## config.mk

```make
export PLATFORM = sky130hd
export DESIGN_NAME = instr_loader
export DESIGN_NICKNAME = d
export VERILOG_FILES = /design/src/rtl/instr_loader.sv
export SDC_FILE = /design/constraint.sdc
export NUM_CORES = 1
export LEC_CHECK = 0
export CORE_MARGIN = 1
export CORE_UTILIZATION = 25
export DETAILED_ROUTE_END_ITERATION = 10
export SYNTH_ARGS = -nofsm -noshare
export SYNTH_HDL_FRONTEND = slang
export SYNTH_SLANG_ARGS = --single-unit
```

## constraint.sdc

```tcl
create_clock -name clk -period 4 [get_ports clk]
set_input_delay 0.6 -clock clk [delete_from_list [all_inputs] [get_ports clk]]
set_output_delay 0.6 -clock clk [all_outputs]
set_load 0.01 [all_outputs]
```

## src/rtl/instr_loader.sv

```systemverilog
// Boot-time instruction loader: receives a length byte plus little-endian words over a byte
// stream, writes them to instruction memory, and stalls the CPU (feeding it NOPs) while busy.
module instr_loader #(
  parameter int DEPTH   = 64,
  parameter int ADDR_W  = 6,
  parameter int TIMEOUT = 50000
) (
  input  logic                clk,
  input  logic                reset,
  input  logic                start,
  input  logic [7:0]          rx_data,
  input  logic                rx_valid,
  input  logic [31:0]         cpu_rAddr,
  output logic [31:0]         instr_code,
  output logic                cpu_stall,
  output logic [ADDR_W-1:0]   mem_rAddr,
  input  logic [31:0]         mem_rData,
  output logic                mem_we,
  output logic [ADDR_W-1:0]   mem_wAddr,
  output logic [31:0]         mem_wData,
  output logic                load_done,
  output logic                err,
  output logic [ADDR_W:0]     word_count
);

  localparam int          TO_W    = $clog2(TIMEOUT + 1);
  localparam logic [TO_W-1:0] TO_LAST = TO_W'(TIMEOUT - 1);
  localparam logic [31:0] DEPTH_U = 32'(DEPTH);
  localparam logic [31:0] NOP     = 32'h0000_0013;

  typedef enum logic [1:0] {IDLE, GET_LEN, GET_WORD, DONE} state_t;

  state_t            state;
  logic [ADDR_W:0]   len_m1;
  logic [1:0]        byte_idx;
  logic [23:0]       asm_word;
  logic [TO_W-1:0]   idle_cnt;
  logic              len_ok;
  logic              unused_addr_bits;

  assign mem_rAddr        = cpu_rAddr[ADDR_W+1:2];
  assign instr_code       = (state == IDLE) ? mem_rData : NOP;
  assign cpu_stall        = (state != IDLE);
  assign len_ok           = (rx_data != 8'd0) && ({24'd0, rx_data} <= DEPTH_U);
  assign unused_addr_bits = ^{cpu_rAddr[31:ADDR_W+2], cpu_rAddr[1:0]};

  // Only three bytes are buffered; the fourth goes straight into the completion register,
  // which frees the assembly register for the next word's byte 0 one cycle later.
  always_ff @(posedge clk or posedge reset) begin
    if (reset) begin
      state      <= IDLE;
      len_m1     <= '0;
      byte_idx   <= '0;
      asm_word   <= '0;
      idle_cnt   <= '0;
      mem_we     <= 1'b0;
      mem_wAddr  <= '0;
      mem_wData  <= '0;
      load_done  <= 1'b0;
      err        <= 1'b0;
      word_count <= '0;
    end else begin
      mem_we    <= 1'b0;
      load_done <= 1'b0;
      if (mem_we) begin
        mem_wAddr  <= mem_wAddr + 1'b1;
        word_count <= word_count + 1'b1;
      end
      case (state)
        IDLE: begin
          if (start) begin
            state      <= GET_LEN;
            err        <= 1'b0;
            word_count <= '0;
            byte_idx   <= '0;
            mem_wAddr  <= '0;
            idle_cnt   <= '0;
          end
        end
        GET_LEN: begin
          if (rx_valid) begin
            idle_cnt <= '0;
            if (len_ok) begin
              len_m1 <= (ADDR_W+1)'(rx_data - 8'd1);
              state  <= GET_WORD;
            end else begin
              err   <= 1'b1;
              state <= IDLE;
            end
          end else if (idle_cnt == TO_LAST) begin
            err   <= 1'b1;
            state <= IDLE;
          end else begin
            idle_cnt <= idle_cnt + 1'b1;
          end
        end
        GET_WORD: begin
          if (rx_valid) begin
            idle_cnt <= '0;
            byte_idx <= byte_idx + 1'b1;
            case (byte_idx)
              2'd0: asm_word[7:0]   <= rx_data;
              2'd1: asm_word[15:8]  <= rx_data;
              2'd2: asm_word[23:16] <= rx_data;
              default: begin
                mem_we    <= 1'b1;
                mem_wData <= {rx_data, asm_word};
                // word_count always equals the index of the word being completed here
                if (word_count == len_m1) begin
                  state     <= DONE;
                  load_done <= 1'b1;
                end
              end
            endcase
          end else if (idle_cnt == TO_LAST) begin
            err   <= 1'b1;
            state <= IDLE;
          end else begin
            idle_cnt <= idle_cnt + 1'b1;
          end
        end
        DONE:    state <= IDLE;
        default: state <= IDLE;
      endcase
    end
  end

endmodule

```

-- After elaboration in Yosys (flattened, before gate mapping)
Index checks and enable logic that the tools add are counted.
- register bits after elaboration: 99
- input bits: 76
- output and inout port bits: 87
- word-level logic and storage cells: 88
- add/sub/neg operators: 5
- magnitude comparators: 1
- eq/ne operators: 14
- multiplexer cells: 35
- bitwise gates (word level): 1
- reductions and logical operators: 19
- operator list (kind ; count):
    $mux W16 ; 3
    $mux W32 ; 1
    $pmux W16 S2 ; 1
    $reduce_and A3 Y1 ; 8
    $mux W7 ; 3
    $mux W2 ; 9
    $mux W6 ; 3
    $add A16 B1 Y16 const B ; 1
    $eq A16 B16 Y1 const B ; 1
    $mux W1 ; 12
    $ne A3 B3 Y1 const B ; 4
    $le A8 B7 Y1 const B ; 1
    $pmux W2 S4 ; 1
    $reduce_bool A8 Y1 ; 1
    $add A7 B1 Y7 const B ; 1
    $eq A7 B7 Y1 ; 1
    $sub A7 B1 Y7 const B ; 1
    $add A6 B1 Y6 const B ; 1
    $eq A2 B2 Y1 const B ; 3
    $ne A2 B2 Y1 const B ; 3
    $reduce_bool A2 Y1 ; 3
    $eq A2 B1 Y1 const B ; 2
    $logic_not A2 Y1 ; 2
    $pmux W2 S2 ; 1
    other kinds (8) ; 8

-- Logic depth before layout (Yosys ltp)
- depth in word-level cells: 5
- mapped depth: 8
- gate-level depth less buffers: 7

-- Worst setup path before layout
No wires, ideal clock.
- path type: input to register
- start point: input rx_data[0]
- end point: register len_m1[0]
- library setup time: 125 ps
- data arrival time: 2230 ps
- required time: 3875 ps
- path slack: 1645 ps
- stages: 6
- buffers on the path: 0
- path through: inv_1 ha_1 or4b_4 o21a_1 nor4_4 mux2_2
- cells in the longest elaborated chain, start to end: 3
- elaborated cells on any way between the ends: 5
- classes of those cells: add/sub (1); order compare (1); reduce/logical (3)
- RTL lines (item ; line ; source):
    start: declaration ; 11 ; input logic [7:0] rx_data,
    $le A8 B7 Y1 / $reduce_bool A8 Y1 (equally long branches) ; 44 ; assign len_ok = (rx_data != 8'd0) && ({24'd0, rx_data} <= DEPTH_U);
    $logic_and A1 B1 Y1 ; 44 ;
    $reduce_and A3 Y1 (no source line) ; - ;
    end signal: assignment ; 84 ; len_m1 <= (ADDR_W+1)'(rx_data - 8'd1);
    end: declaration ; 34 ; logic [ADDR_W:0] len_m1;
Parallel ways exist; a longest one is shown, timed or not.
A chain may end at the register's enable or synchronous reset.

-- Worst setup path after layout
- start point: register state[0]
- end point: output instr_code[19]
- cells in the longest elaborated chain, start to end: 2
- RTL lines (item ; line ; source):
    start: declaration ; 33 ; state_t state;
    start signal: assignment ; 51 ; state <= IDLE;
    start signal: assignment ; 72 ; state <= GET_LEN;
    start signal: assignment ; 85 ; state <= GET_WORD;
    $logic_not A2 Y1 ; 42 ; assign instr_code = (state == IDLE) ? mem_rData : NOP;
    $mux W32 ; 42 ;
    end: declaration ; 14 ; output logic [31:0] instr_code,
No other way between the ends.

==> report_table.html <==
<table>
<tr><th>Metric</th><th>Value</th></tr>
<tr><th colspan="2">Outcome</th></tr>
<tr><td>Result of the run</td><td>completed</td></tr>
<tr><th colspan="2">Critical path</th></tr>
<tr><td>Setup crit start kind</td><td>register</td></tr>
<tr><td>Worst Setup SP</td><td>state[0]$_DFFE_PP0P_</td></tr>
<tr><td>R2R Setup Slk</td><td>1.27 ns</td></tr>
<tr><td>Data required time of the critical path</td><td>between 3 and 4 ns</td></tr>
<tr><td>Worst Reg-to-Reg Cells</td><td>7</td></tr>
<tr><td>Crit Path Class</td><td>reg -&gt; out</td></tr>
<tr><td>Worst R2R End</td><td>state[1]$_DFFE_PP0P_</td></tr>
<tr><td>WP data arrival</td><td>2.61 ns</td></tr>
<tr><td>Endpoint type of the worst setup path</td><td>output port</td></tr>
<tr><td>Maximum fanout along the worst path</td><td>38</td></tr>
<tr><td>Startpoint of the worst register-to-register path</td><td>state[0]$_DFFE_PP0P_</td></tr>
<tr><th colspan="2">Timing</th></tr>
<tr><td>Slew margin rel.</td><td>0.3356</td></tr>
<tr><td>Slew Limit Fails</td><td>0</td></tr>
<tr><td>Setup repair after global routing missed its margin</td><td>false</td></tr>
<tr><td>Total negative setup slack</td><td>0 ns</td></tr>
<tr><td>Final Setup Violations</td><td>0</td></tr>
<tr><td>Tightest Pin Transition</td><td>0.9966 ns</td></tr>
<tr><td>Max frequency</td><td>a little over 300 MHz</td></tr>
<tr><td>Total count of hold-check failures in the final report</td><td>0</td></tr>
<tr><td>Clock Skew</td><td>approximately 0.01 ns</td></tr>
<tr><td>Crit share post-route</td><td>0.8029</td></tr>
<tr><td>Final critical-path required period</td><td>3.211 ns</td></tr>
<tr><th colspan="2">Routing</th></tr>
<tr><td>Via count of the routed design</td><td>between 3000 and 4000</td></tr>
<tr><td>Sum of routed wire length over all layers</td><td>approximately 11000 µm</td></tr>
<tr><td>Residual DRC count</td><td>0</td></tr>
<tr><td>Mean routed wirelength per cell</td><td>approximately 14 µm</td></tr>
<tr><td>Iteration-0 DRC Markers</td><td>between 200 and 250</td></tr>
<tr><td>Avg Vias per Cell</td><td>approximately 4.6</td></tr>
<tr><td>Number of nets still failing antenna checks after routing</td><td>0</td></tr>
<tr><td>First-pass iteration count of the detailed router</td><td>4</td></tr>
<tr><th colspan="2">Clock network</th></tr>
<tr><td>CTS tree</td><td>built</td></tr>
<tr><td>Number of buffers between clock root and the deepest sink</td><td>2</td></tr>
<tr><td>Number of H-tree branching levels</td><td>3</td></tr>
<tr><td>Count of cells resized by post-cts repair</td><td>0</td></tr>
<tr><td>Clock Sinks</td><td>between 90 and 100</td></tr>
<tr><td>Number of CTS-inserted buffers</td><td>9</td></tr>
<tr><td>Buffer cell driving the clock tree root</td><td>clkbuf_16</td></tr>
<tr><td>Latest clock arrival within the worst-skew pair</td><td>0.35 ns</td></tr>
<tr><td>Hold_buf cts</td><td>0</td></tr>
<tr><td>Buffer count from post-CTS setup fixing</td><td>0</td></tr>
<tr><td>Clock transition at path regs</td><td>about 0.070 ns</td></tr>
<tr><th colspan="2">Global route</th></tr>
<tr><td>Largest net degree at the start of global routing</td><td>54</td></tr>
<tr><td>Initial antenna violation count</td><td>0</td></tr>
<tr><td>Wire length of the first global-routing pass</td><td>between 15000 and 20000 µm</td></tr>
<tr><td>Final global-route overflow total</td><td>0</td></tr>
<tr><td>Via count of the first global-routing pass</td><td>3784</td></tr>
<tr><td>Tot GR Track Use</td><td>0.1221</td></tr>
<tr><th colspan="2">Worst hold path</th></tr>
<tr><td>Worst hold path endpoint</td><td>asm_word[9]$_DFFE_PP0P_</td></tr>
<tr><td>Cells on Worst Hold Path</td><td>2</td></tr>
<tr><td>Min-delay src</td><td>asm_word[9]$_DFFE_PP0P_</td></tr>
<tr><td>Hold Crit Class</td><td>reg -&gt; reg</td></tr>
<tr><th colspan="2">Placed design</th></tr>
<tr><td>Dpl hpwl</td><td>roughly 8600 µm</td></tr>
<tr><td>Global placement routability congestion</td><td>between 0.7 and 0.8</td></tr>
<tr><td>Quantity of I/O buffers inserted on ports</td><td>124</td></tr>
<tr><th colspan="2">Die</th></tr>
<tr><td>Die W</td><td>around 140 µm</td></tr>
<tr><td>Area of the die</td><td>19630 µm²</td></tr>
<tr><td>Chip height</td><td>around 140 µm</td></tr>
<tr><td>Num rows</td><td>50</td></tr>
<tr><td>Standard cell core area</td><td>between 15000 and 20000 µm²</td></tr>
<tr><td>Number of placed I/O pins</td><td>163</td></tr>
<tr><td>Effective utilization at floorplan</td><td>0.2549</td></tr>
<tr><th colspan="2">Final layout</th></tr>
<tr><td>Number of nets at the end of the flow</td><td>642</td></tr>
<tr><td>Core utilization of the finished layout</td><td>0.3496</td></tr>
<tr><td>Antenna diode instance count</td><td>0</td></tr>
<tr><td>Signed area change from the synthesized netlist to the final layout</td><td>37.16%</td></tr>
<tr><td>Share of final-layout standard cells stronger than drive strength 1</td><td>0.1364</td></tr>
<tr><th colspan="2">Power and ir drop</th></tr>
<tr><td>Highest ir drop seen on vdd</td><td>about 0.0002 V</td></tr>
<tr><td>Part of the total power dissipated in the clock network</td><td>0.275</td></tr>
<tr><td>Leakage power of the design</td><td>just under 3 nW</td></tr>
<tr><td>Fraction of power spent switching nets</td><td>0.3340</td></tr>
<tr><td>Power after layout</td><td>roughly 3.2 mW</td></tr>
<tr><td>Net load switching power</td><td>approximately 1.1 mW</td></tr>
<tr><td>Sequential Power Share</td><td>0.386</td></tr>
<tr><td>Power per Cell Area</td><td>approximately 480 nW/µm²</td></tr>
<tr><td>Internal portion of total power</td><td>approximately 2.1 mW</td></tr>
<tr><td>Combinational group share of total power</td><td>0.338</td></tr>
<tr><th colspan="2">Logic synthesis</th></tr>
<tr><td>Top cell type's share of synthesized area</td><td>0.5195</td></tr>
<tr><td>Proportion of synthesized chip area in sequential cells</td><td>0.5195</td></tr>
<tr><td>Avg Cell Area, Syn</td><td>11.06 µm²</td></tr>
<tr><td>Flip-flop and latch count after synthesis</td><td>99</td></tr>
<tr><td>Most frequent cell after synthesis</td><td>dfrtp_1</td></tr>
<tr><td>Main flop type after synthesis</td><td>dfrtp_1</td></tr>
<tr><td>Cells taking the most area after synthesis</td><td>dfrtp_1, mux2_2, and2_1</td></tr>
<tr><td>Asr flop ratio synth</td><td>1.000</td></tr>
<tr><td>List of most frequent post-synthesis cells</td><td>dfrtp_1, mux2_2, and2_1</td></tr>
<tr><td>Number of distinct library cell variants in the gate-level netlist after synthesis</td><td>44</td></tr>
<tr><td>Post-synthesis cell count</td><td>approximately 430</td></tr>
<tr><td>Number of nets produced by synthesis</td><td>approximately 520</td></tr>
<tr><td>Synthesized cell area</td><td>roughly 4800 µm²</td></tr>
<tr><td>Post-synthesis cell type with the largest combined area</td><td>dfrtp_1</td></tr>
<tr><td>Number of enable flip-flop cells after synthesis</td><td>0</td></tr>
<tr><td>Yosys Warn Count</td><td>0</td></tr>
<tr><th colspan="2">Run</th></tr>
<tr><td>Maximum Capacitance Violations</td><td>0</td></tr>
</table>
-- cells in the final DEF, fill, tap and decap left out, types with 7 or more instances in the layout --
cell and instances:
clkdlybuf4s50_1 124, dfrtp_1 99, mux2_2 49, and2_1 34
o21ai_0 32, nand2_1 31, nor2_1 30, xor2_1 16
ha_1 14, inv_1 11, nand4_1 10, nand3_1 10
a21oi_1 10, clkbuf_16 9, nand2b_1 7
-- state kept, by name, summed over array words and instances (netlist names) --
| name | flops |
|---|---|
| state | 2 |
| idle_cnt | 16 |
| byte_idx | 2 |
| mem_we | 1 |
| err | 1 |
| asm_word | 24 |
| len_m1 | 7 |
| load_done | 1 |
| mem_wData | 32 |
| word_count | 7 |
| mem_wAddr | 6 |
-- per-stage QoR --
| step | worst slack, ns | hold WS, ns | cell area, µm² | instances |
|---|---|---|---|---|
| 6_report | 0.7886 | 0.4819 | 6540 | 791 |
| 5_1_grt | 0.5522 | 0.5081 | 6540 | 791 |
| 4_1_cts | 0.7118 | 0.4883 | 6540 | 791 |
| 3_5_place_dp | 0.7862 | 0.4712 | 6237 | 775 |
| 3_3_place_gp | 0.7768 | 0.4620 | 6237 | 775 |
| 2_1_floorplan | 0.8096 | 0.4392 | 4768 | 431 |
-- final cells by class --
cell class	instances	area [µm²]
fillers	1795	12170
flip-flops and latches	99	2477
inverters	12	47.55
clock buffers	9	225.2
well taps	234	292.8
repair buffers	130	1286
multi-input cells	300	2133
clock inverters	7	77.57
-- per-layer routing --
metal / vias to the layer above / global-route usage / share of wire
li1: 1751 / - / -
met1: 1767 / 0.1483 / 0.43
met2: 115 / 0.2118 / 0.50
met3: 15 / 0.02222 / 0.051
met4: 0 / 0.05205 / 0.014
met5: - / 0 / 0
-- worst max path at each step --
stage	to	slack (ns)	cells past startpoint
finish	instr_code[19]	0.79	4
global route	instr_code[18]	0.55	4
CTS	instr_code[18]	0.71	4
detailed placement	len_m1[0]$_DFFE_PP0P_	0.79	7
global placement	len_m1[0]$_DFFE_PP0P_	0.78	7
floorplan	asm_word[0]$_DFFE_PP0P_	0.81	1
-- kinds of logic after synthesis --
| kind of cell | count (synthesis) | share of synthesized area |
|---|---|---|
| AOI/OAI and AO/OA | 63 | 0.07977 |
| xor gates and xnor gates | 21 | 0.03857 |
| adders and majority gates | 14 | 0.03674 |
| buffers and inverters | 32 | 0.03306 |
| DFF | 99 | 0.5195 |
| muxes | 52 | 0.1220 |
| and+or+nand+nor | 150 | 0.1703 |
-- worst max-delay path: stages (launching register included) --
cell and delay, ns:
dfrtp_1 0.44, inv_1 0.13, ha_1 0.83, and2_1 0.30, clkdlybuf4s50_1 0.55
-- power by group through the flow --
stage | registers (mW) | logic (mW) | clock network [mW]
3_5_place_dp | 1.24 | 1.08 | 0
3_3_place_gp | 1.24 | 1.05 | 0
2_1_floorplan | 1.22 | 0.645 | 0
4_1_cts | 1.22 | 1.09 | 0.897
6_report | 1.22 | 1.07 | 0.871
5_1_grt | 1.24 | 1.19 | 0.941
No activity file was read; power rests on OpenSTA's default activity.
